**src/rtl/mem_arb_pkg.sv**
```systemverilog
// Shared types for the two-master memory port arbiter.
// Master ids, arbitration modes and the request bundle.
package mem_arb_pkg;

  typedef enum logic {
    M0 = 1'b0,
    M1 = 1'b1
  } master_id_t;

  localparam int ARB_RR    = 0;
  localparam int ARB_FIXED = 1;

  localparam int REQ_ADDR_W = 16;
  localparam int REQ_DATA_W = 16;

  typedef struct packed {
    logic [REQ_ADDR_W-1:0] addr;
    logic [REQ_DATA_W-1:0] wrdata;
    logic                  rd;
    logic                  wr;
  } mem_req_t;

endpackage

```
**src/rtl/mem_port_arbiter_rr_arb2.sv**
```systemverilog
// Two-way arbiter: round-robin on last grant or fixed
// priority to master 0. Grant is combinational and one-hot.
module rr_arb2
  import mem_arb_pkg::*;
(
  input  logic [1:0] req_i,
  input  master_id_t last_grant_i,
  input  logic       fixed_i,
  output logic [1:0] grant_o
);

  // Pick a winner among the active requests
  always_comb begin
    grant_o = 2'b00;
    case (req_i)
      2'b01: grant_o = 2'b01;
      2'b10: grant_o = 2'b10;
      2'b11: begin
        if (fixed_i)
          grant_o = 2'b01;
        else if (last_grant_i == M0)
          grant_o = 2'b10;
        else
          grant_o = 2'b01;
      end
      default: grant_o = 2'b00;
    endcase
  end

endmodule

```
**src/rtl/mem_port_arbiter.sv**
```systemverilog
// Shares one memory port between CPU (m0) and DMA (m1).
// Registers the winning command, routes read data back by tag.
module mem_port_arbiter
  import mem_arb_pkg::*;
#(
  parameter int ADDR_W   = 16,
  parameter int DATA_W   = 16,
  parameter int ARB_MODE = 0
) (
  input  logic              clk,
  input  logic              reset,
  input  logic [ADDR_W-1:0] i_m0_addr,
  input  logic              i_m0_rd,
  input  logic              i_m0_wr,
  input  logic [DATA_W-1:0] i_m0_wrdata,
  output logic              o_m0_waitrequest,
  output logic [DATA_W-1:0] o_m0_rddata,
  output logic              o_m0_rdvalid,
  input  logic [ADDR_W-1:0] i_m1_addr,
  input  logic              i_m1_rd,
  input  logic              i_m1_wr,
  input  logic [DATA_W-1:0] i_m1_wrdata,
  output logic              o_m1_waitrequest,
  output logic [DATA_W-1:0] o_m1_rddata,
  output logic              o_m1_rdvalid,
  output logic [ADDR_W-1:0] o_mem_addr,
  output logic              o_mem_rd,
  output logic              o_mem_wr,
  output logic [DATA_W-1:0] o_mem_wrdata,
  input  logic [DATA_W-1:0] i_mem_rddata
);

  localparam logic FIXED = (ARB_MODE == ARB_FIXED);

  mem_req_t   r0, r1, sel;
  logic [1:0] req;
  logic [1:0] grant_raw;
  logic [1:0] grant;
  logic       acc;
  master_id_t win;

  master_id_t        last_q, last_d;
  logic [ADDR_W-1:0] addr_q, addr_d;
  logic [DATA_W-1:0] wdat_q, wdat_d;
  logic              rd_q, rd_d;
  logic              wr_q, wr_d;
  logic              v1_q, v1_d;
  master_id_t        tag1_q, tag1_d;
  logic              v2_q, v2_d;
  master_id_t        tag2_q, tag2_d;

  // Bundle each master's request
  always_comb begin
    r0        = '0;
    r0.addr   = REQ_ADDR_W'(i_m0_addr);
    r0.wrdata = REQ_DATA_W'(i_m0_wrdata);
    r0.rd     = i_m0_rd;
    r0.wr     = i_m0_wr;
    r1        = '0;
    r1.addr   = REQ_ADDR_W'(i_m1_addr);
    r1.wrdata = REQ_DATA_W'(i_m1_wrdata);
    r1.rd     = i_m1_rd;
    r1.wr     = i_m1_wr;
  end

  assign req = {r1.rd | r1.wr, r0.rd | r0.wr};

  rr_arb2 u_arb (
    .req_i        (req),
    .last_grant_i (last_q),
    .fixed_i      (FIXED),
    .grant_o      (grant_raw)
  );

  // Nothing is accepted while reset is held
  assign grant = grant_raw & {2{~reset}};
  assign acc   = |grant;
  assign win   = grant[1] ? M1 : M0;
  assign sel   = grant[1] ? r1 : r0;

  assign o_m0_waitrequest = req[0] & ~grant[0];
  assign o_m1_waitrequest = req[1] & ~grant[1];

  // Next-state: command register, last grant, read pipeline
  always_comb begin
    last_d = acc ? win : last_q;
    addr_d = acc ? ADDR_W'(sel.addr) : addr_q;
    wdat_d = acc ? DATA_W'(sel.wrdata) : wdat_q;
    wr_d   = acc & sel.wr;
    rd_d   = acc & sel.rd & ~sel.wr;
    v1_d   = rd_d;
    tag1_d = win;
    v2_d   = v1_q;
    tag2_d = tag1_q;
  end

  // State registers with synchronous reset
  always_ff @(posedge clk) begin
    if (reset) begin
      last_q <= M1;
      addr_q <= '0;
      wdat_q <= '0;
      rd_q   <= 1'b0;
      wr_q   <= 1'b0;
      v1_q   <= 1'b0;
      tag1_q <= M0;
      v2_q   <= 1'b0;
      tag2_q <= M0;
    end else begin
      last_q <= last_d;
      addr_q <= addr_d;
      wdat_q <= wdat_d;
      rd_q   <= rd_d;
      wr_q   <= wr_d;
      v1_q   <= v1_d;
      tag1_q <= tag1_d;
      v2_q   <= v2_d;
      tag2_q <= tag2_d;
    end
  end

  assign o_mem_addr   = addr_q;
  assign o_mem_wrdata = wdat_q;
  assign o_mem_rd     = rd_q;
  assign o_mem_wr     = wr_q;

  assign o_m0_rddata  = i_mem_rddata;
  assign o_m1_rddata  = i_mem_rddata;
  assign o_m0_rdvalid = v2_q & (tag2_q == M0);
  assign o_m1_rdvalid = v2_q & (tag2_q == M1);

endmodule
```
**config.mk**
```make
export PLATFORM = sky130hd
export DESIGN_NAME = mem_port_arbiter
export DESIGN_NICKNAME = d
export VERILOG_FILES = /design/src/rtl/mem_arb_pkg.sv /design/src/rtl/mem_port_arbiter_rr_arb2.sv /design/src/rtl/mem_port_arbiter.sv
export SDC_FILE = /design/constraint.sdc
export NUM_CORES = 1
export LEC_CHECK = 0
export ABC_AREA = 1
export CORE_UTILIZATION = 39
export DETAILED_ROUTE_END_ITERATION = 10
export GPL_TIMING_DRIVEN = 0
export MAX_ROUTING_LAYER = met4
export PLACE_DENSITY = 0.9
export SLEW_MARGIN = 15
export SYNTH_ARGS = -nofsm -noshare
export SYNTH_HDL_FRONTEND = slang
export SYNTH_SLANG_ARGS = --single-unit
export TNS_END_PERCENT = 30
```
**constraint.sdc**
```tcl
create_clock -name clk -period 2.2 [get_ports clk]
set_clock_uncertainty 0.2 [all_clocks]
set_input_delay 0.44 -clock clk [delete_from_list [all_inputs] [get_ports clk]]
set_output_delay 0.44 -clock clk [all_outputs]
set_load 0.02 [all_outputs]
```
==> summary.md, run 1 <==
Dividing total power by cell area gives a power density of 516 nW/um^2. The cell with the most instances after synthesis is nand2_1. Setup violations remaining at the end of the flow were counted as 0.

Dividing the detail-routed via count by the number of cells gives 4.42. The worst setup path is of the input pin to output pin kind. The area share of the largest cell type after synthesis was 32.7%.

On the critical path, the stage with the largest delay is an instance of clkdlybuf4s50_1. The sequential area share after synthesis was 32.7%; the sum of negative setup slack was 0 ns. For the initial antenna violation count, the log shows 0. The via count was 2641; the via count of the first global-routing pass was 2533.

The congestion estimate from routability-driven global placement came to 0.809. In this run the worst path has a maximum fanout of 3. Relative to the synthesized area, the layout overhead comes to 69.9%. The clock passes through at most 2 buffers. The startpoint type of the worst setup path is an input pin. Once the floorplan was initialized, standard cells occupied 41.3% of the core. Once detail routing completed, the nets flagged for antenna violations numbered 0. The type of destination of the critical path is an output pin. Headroom to the max-slew limit came out at 68.2%.

The later-pin clock latency in the skew report came out at 0.29 ns. During synthesis, Yosys emitted a total of 0 warnings. Class of the tightest hold or removal check: register to register. The number of max-slew violations in the final report was 0. The pre-antenna-repair detailed-routing pass consisted of 4 iterations. Max-cap violations in this run came to 0. The CTS clock-pin slew for the worst setup and hold paths is 0.08 ns. The detailed-route wire length is 6.79 mm, and the number of flip-flops and latches in the synthesized netlist is 38. The number of clock buffers added by TritonCTS is 5. IR analysis of the VDD net gives a maximum drop of 0.362 mV. The largest incremental delay on the critical path is 0.51 ns, and the pin count of the biggest net entering global routing is 17.

The fraction of layout cells with a size suffix above 1 is 12.6%. Across all setup checks in the final design, the least slack found is 0.0335 ns. Counting every net in the synthesized netlist gives 461. The mean area per synthesized cell came out at 6.21 sq um. Among all flip-flop cells after synthesis, the most frequent one is dfxtp_1. After detailed routing, the number of remaining DRC violations is 0. The number of buffers inserted by hold repair at cts came out at 0. The switching part of the total power came out at 29.3%. The total area inside the core boundary comes to 5640 sq um. Data on the critical path arrives at its endpoint at 1.53 ns. The worst path in the final design needs a cycle of 2.17 ns, including I/O delays and setup. Sequential cells burn 37.5% of the power.

156 I/O pins were placed. In this run, the number of DRC markers left after iteration 0 of detailed routing was 75. The deepest level of the CTS H-tree was 2. Walking the worst path, the cells encountered are clkdlybuf4s50_1, o21ai_4, nand3_4, inv_1, nor2_1, buf_4.

The run gives 610 as the number of nets in the final layout. The die covers 6280 sq um. The clock net in this run drives a total of 38 sinks. In this run the vertical extent of the chip is 79.3 um. For this run, the total global-route usage over all layers was measured as 23.2%. TritonCTS built the clock tree. The required time of the critical path came out at 1.56 ns. The tools report the worst slack after detailed placement as -0.896 ns. The number of unique standard cell types used by synthesis was 22; the fraction of registers with async set or reset after synthesis was 0%. The number of failing hold endpoints at the final stage was 0. The relative contribution of combinational cells to total power is 34.2%.

By area the synthesized netlist is led by dfxtp_1, nand2_1, inv_1, buf_4, a21oi_1. Global route total overflow: 0. The synthesized design contains 0 enable-type register cells. The internal power of the cells is 1.44 mW. The placed wire-length estimate after detailed placement was 5.32 mm; the period utilization was 98.5%. The run finished with clean final reports.

The number of diodes added for antenna fixing is 0, and the count of filler cells inserted in the layout is 460. The first global-routing pass estimated 11.2 mm of wire. The run gives 375 as the cell count after synthesis.

The share of total power dissipated in the clock network is 28.3%. Port buffer count: 139. The leading area contributor after synthesis is dfxtp_1.

At the pin with the least slew margin, the transition time is 0.476 ns. After floorplanning, the core was divided into 27 placement rows. The floorplan step set the die width to 79.3 um. In the final routed layout, each cell accounts on average for 11.4 um. The tree is rooted in a clkbuf_8. In this run the static leakage power is 2.07 nW. Derived from the worst setup path, the maximum achievable clock frequency is 462 MHz. In this run the cell area of the synthesized design comes to 2330 sq um. For this design the total switching power over the nets is 599 uW. In the synthesized netlist, the cells that appear most often are nand2_1, inv_1, dfxtp_1, buf_4, a21oi_1.
==> final cells by class <==
| type | count | area, sq um | share of cell area (%) |
|---|---|---|---|
| clock inverter | 3 | 40.0 | 1.01 |
| inverter | 91 | 352 | 8.89 |
| buffer | 46 | 337 | 8.51 |
| multi-input combinational | 199 | 891 | 22.5 |
| timing repair buffer | 143 | 1420 | 35.8 |
| sequential | 38 | 761 | 19.2 |
| tap | 72 | 90.1 | 2.28 |
| clock buffer | 5 | 68.8 | 1.74 |
==> worst paths after layout <==
check          start          endpoint  slack, ns  cells past startpoint
max          i_m0_wr  o_m1_waitrequest       0.03                      6
min           tag1_q            tag2_q       0.22                      2
max reg2reg   last_q     o_mem_addr[0]       0.57                      7
min reg2reg   tag1_q            tag2_q       0.22                      2
==> cells in the final DEF (no fill, tap or decap), drive strengths merged <==
cell             n
o21ai           16
bufinv           1
inv             90
dfxtp           38
nand3           26
clkinv           3
dlymetal6s2s     1
nor2            10
buf             50
clkdlybuf4s50  136
and2             1
clkbuf           7
a21oi           32
nand2          114
==> routing by layer <==
metal	global-route usage [%]	wire [um]	vias up
met5	-	0	-
met4	7.45	123	0
met3	4.83	433	12
met2	43.0	3600	103
li1	-	-	1364
met1	24.4	2630	1162
==> through the flow <==
stage	hold WS (ns)	cells	area, sq um	utilization [%]	power (mW)
2_1_floorplan	0.188	375	2330	-	1.14
3_3_place_gp	0.190	586	3810	67.5	1.46
3_5_place_dp	0.204	586	3810	67.5	1.47
4_1_cts	0.220	596	3940	69.8	2.06
5_1_grt	0.250	597	3960	70.1	2.17
6_report	0.225	597	3960	70.1	2.04
==> power groups by stage <==
| stage | clock (mW) | sequential, mW | combinational, mW |
|---|---|---|---|
| detailed placement | 0 | 0.781 | 0.693 |
| global route | 0.640 | 0.771 | 0.762 |
| CTS | 0.590 | 0.765 | 0.700 |
| global placement | 0 | 0.778 | 0.678 |
| floorplan | 0 | 0.835 | 0.301 |
| finish | 0.577 | 0.765 | 0.698 |
==> worst max-delay path, delay by kind of cell <==
kind	cells	cell delay, ns
and+or+nand+nor	2	0.13
buffers and inverters	3	0.74
AOI/OAI and AO/OA	1	0.21
==> flip-flops by register name, indices dropped and copies added, names as in the netlist <==
signal	flops
tag1_q	1
v1_q	1
last_q	1
v2_q	1
o_mem_wr	1
tag2_q	1
o_mem_wrdata	16
o_mem_addr	16
==> cell families (layout without fill, tap and decap cells) <==
| family | count (synthesis) | after routing | synth area share, % |
|---|---|---|---|
| simple gates | 151 | 151 | 27.5 |
| buf+inv | 138 | 288 | 29.0 |
| compound gates | 48 | 48 | 10.8 |
| flops | 38 | 38 | 32.7 |
==> what timing repair did <==
| item | 4_1_cts | 5_1_grt |
|---|---|---|
| hold endpoints to repair | 0 | 0 |
| gates resized for setup | 13 | 4 |
| endpoints found under the setup margin | 2 | 1 |
| setup buffers | 3 | 1 |
| pin swaps | 3 | 1 |
No activity file was read; power rests on OpenSTA's default activity.
==> inputs of run 2 (changes only) <==
Settings changed: CORE_ASPECT_RATIO from default to 0.9, SLEW_MARGIN 15 to 20.
==> summary.md, run 2 (same netlist as run 1, synthesis figures left out) <==
The run finished with clean final reports. The number of top-level pins is 156 (unchanged), and the CTS clock-pin slew for the worst setup and hold paths is 0.08 ns (about the same). The worst slack after detailed placement is -0.869 ns (+0.0269 ns).

The area of the core was 5730 sq um (+1.5%). The run gives 3950 sq um (about the same) as the final instance area. For the number of maximum-capacitance violations, the log shows 0 (unchanged). The class of the tightest hold or removal check is register to register. The run gives 0 (unchanged) as the remaining number of nets flagged by the antenna check after routing. The largest incremental delay on the critical path was 0.55 ns (+0.04 ns).

The worst supply voltage drop on vdd is 0.375 mV (+3.6%), and the full die area is 6280 sq um (about the same). The via count was 2664 (+0.87%); the required time of the critical path was 1.56 ns (about the same). The synthesis-to-finish area growth came out at 69.8% (about the same).

The average wire per cell in the routed design was 11.1 um (-2.7%). The run gives 0 (unchanged) as the initial antenna violation count. Family with the most delay on the worst path: buffers and inverters. The fraction of layout cells with a size suffix above 1 was 12.4% (-0.21 points); the number of buffers inserted by hold repair at cts was 0 (unchanged). Port buffer count: 139 (unchanged). The most common library cell in the layout ignoring fill and taps was clkdlybuf4s50_1.

The placed standard-cell area was 3810 sq um (about the same); the per-cell via count in the routed design was 4.47 (+1.0%). For the data arrival time of the critical path, the log shows 1.52 ns (about the same). Setup repair after global routing left no endpoint under its margin.

The overall global routing resource usage is 21.3% (-1.9 points). The period utilization was 98.3% (-0.22 points). The die height came out at 75.3 um (-5.0%).

Post-route minimum period: 2.16 ns (-0.00476 ns). The run gives 10.4 mm (-7.0%) as the global-route wire length before repair. STA classifies the critical path startpoint as an input pin. The count of clock tree sinks is 38 (unchanged).

The largest fanout of any net on the critical path came out at 10 (+7). In this design, the critical path's most frequently occurring cell is nor2_1. The critical path in this run is classified as input pin to output pin.

The logs give 17 (unchanged) for the pin count of the biggest net entering global routing and 6.60 mm (-2.8%) for the detailed-route wire length. The horizontal die dimension is 83.4 um (+5.3%), and the total clock buffers created by CTS is 5 (unchanged). The placed wire-length estimate after detailed placement is 5.15 mm (-3.2%), and the flop-to-flop setup slack is 0.61 ns (+0.04 ns). For the post-layout instance count excluding filler cells, the log shows 596 (-0.17%).

The critical path goes through clkdlybuf4s50_1, clkbuf_8, nor2_1, nor2_1, buf_2. The tools report the maximum count of clock buffers along a single path as 2 (unchanged). The later-pin clock latency in the skew report is 0.28 ns (about the same). TritonCTS built the clock tree. The logs give 0 (unchanged) for the number of diodes added for antenna fixing and 0 (unchanged) for the number of max-slew violations in the final report.

The run gives 4 (unchanged) as the number of optimization iterations in the first detailed-route pass. In the layout the commonest cells are clkdlybuf4s50_1, nand2_1, inv_1, buf_4, dfxtp_1. The logs give 2442 (-3.6%) for the via count of the first global-routing pass and 69.0% (-1.1 points) for the post-route core utilization.

Deepest level of the CTS H-tree: 2 (unchanged). The number of placed instances with taps included is 584 (-0.34%), and the count of routing violations after the opening detailed-route iteration is 88 (+17%). Initial cell density of the core: 40.6% (-0.60 points). The total buffers and inverters traversed by the critical path was 3 (unchanged). The final worst setup slack was 0.0383 ns (+0.00476 ns). The power density relative to cell area was 517 nW/um^2 (+0.25%); the number of cell rows was 26 (-3.7%).

The tools report the final estimated routing congestion in global placement as 0.717 (-11%). The worst-path cell with the longest stage delay was clkdlybuf4s50_1. The logs give 0 (unchanged) for the global route total overflow and 463 MHz (+0.22%) for the maximum achievable frequency. The static leakage came out at 2.07 nW (about the same). The remaining max-slew budget at the tightest pin came out at 69.3% (+1.0 points). Clock tree synthesis selected as its root buffer the cell clkbuf_8.

The number of nets in the final layout was 611 (+0.16%); the total power was 2.04 mW (+0.19%). The run gives 0 (unchanged) as the number of endpoints failing setup at the final stage. Post-detailed-route DRC marker count: 0 (unchanged). The number of failing hold endpoints at the final stage is 0 (unchanged). Actual slew at the worst max-slew pin: 0.461 ns (-0.0153 ns). STA classifies the critical path endpoint as an output pin.
-- run 2: changes by cell type in the layout (fill, tap and decap cells not counted), sizes merged --
cell    delta
clkbuf     +2
buf        +1
clkinv     -3
inv        +1
-- run 2: report_power, final --
group | leakage [nW] | switching [mW] | internal, mW | total, mW
combinational | 1.70 | 0.330 | 0.370 | 0.699
clock | 0.0524 | 0.242 | 0.339 | 0.582
sequential | 0.314 | 0.0251 | 0.739 | 0.764
-- run 2: repair_timing --
action	CTS	global route
cloned	0	0
gates resized for setup	13	2
buffers inserted	4	1
pin swaps	3	1
endpoints found under the hold margin	0	0
endpoints found under the setup margin	2	1
-- run 2: stage by stage --
| stage | hold slack (ns) | TNS (ns) |
|---|---|---|
| after floorplan | 0.188 | 0 |
| after global placement | 0.190 | -1.97 |
| after detailed placement | 0.195 | -2.85 |
| after CTS | 0.205 | 0 |
| after global routing | 0.229 | 0 |
| final | 0.204 | 0 |
-- run 2: area by class of cell --
class	count	area, sq um
tap	70	87.6
timing repair buffer	144	1420
clock buffer	7	76.3
buffer	46	337
fill	495	1770
clock inverter	1	30.0
inverter	91	349
multi-input combinational	199	891
sequential	38	761
-- run 2: worst paths after layout --
check          from          endpoint  depth (start not counted)
min reg2reg  tag1_q            tag2_q                          2
min          tag1_q            tag2_q                          2
max reg2reg  last_q    o_mem_addr[12]                          7
max           reset  o_m0_waitrequest                          5
-- run 2: worst min-delay path, delay by kind of cell (launching register included) --
kind | cells | cell delay [ns]
flops | 1 | 0.30
buf+inv | 1 | 0.04
simple gates | 1 | 0.03
-- run 2: per-layer routing --
metal / wire [um] / part of all wire (%) / GRT usage, % / vias to the layer above
li1: - / - / - / 1362
met1: 2590 / 39 / 22.7 / 1171
met2: 3420 / 52 / 40.0 / 121
met3: 493 / 7.5 / 5.04 / 10
met4: 93 / 1.4 / 6.78 / 0
met5: 0 / 0 / - / -
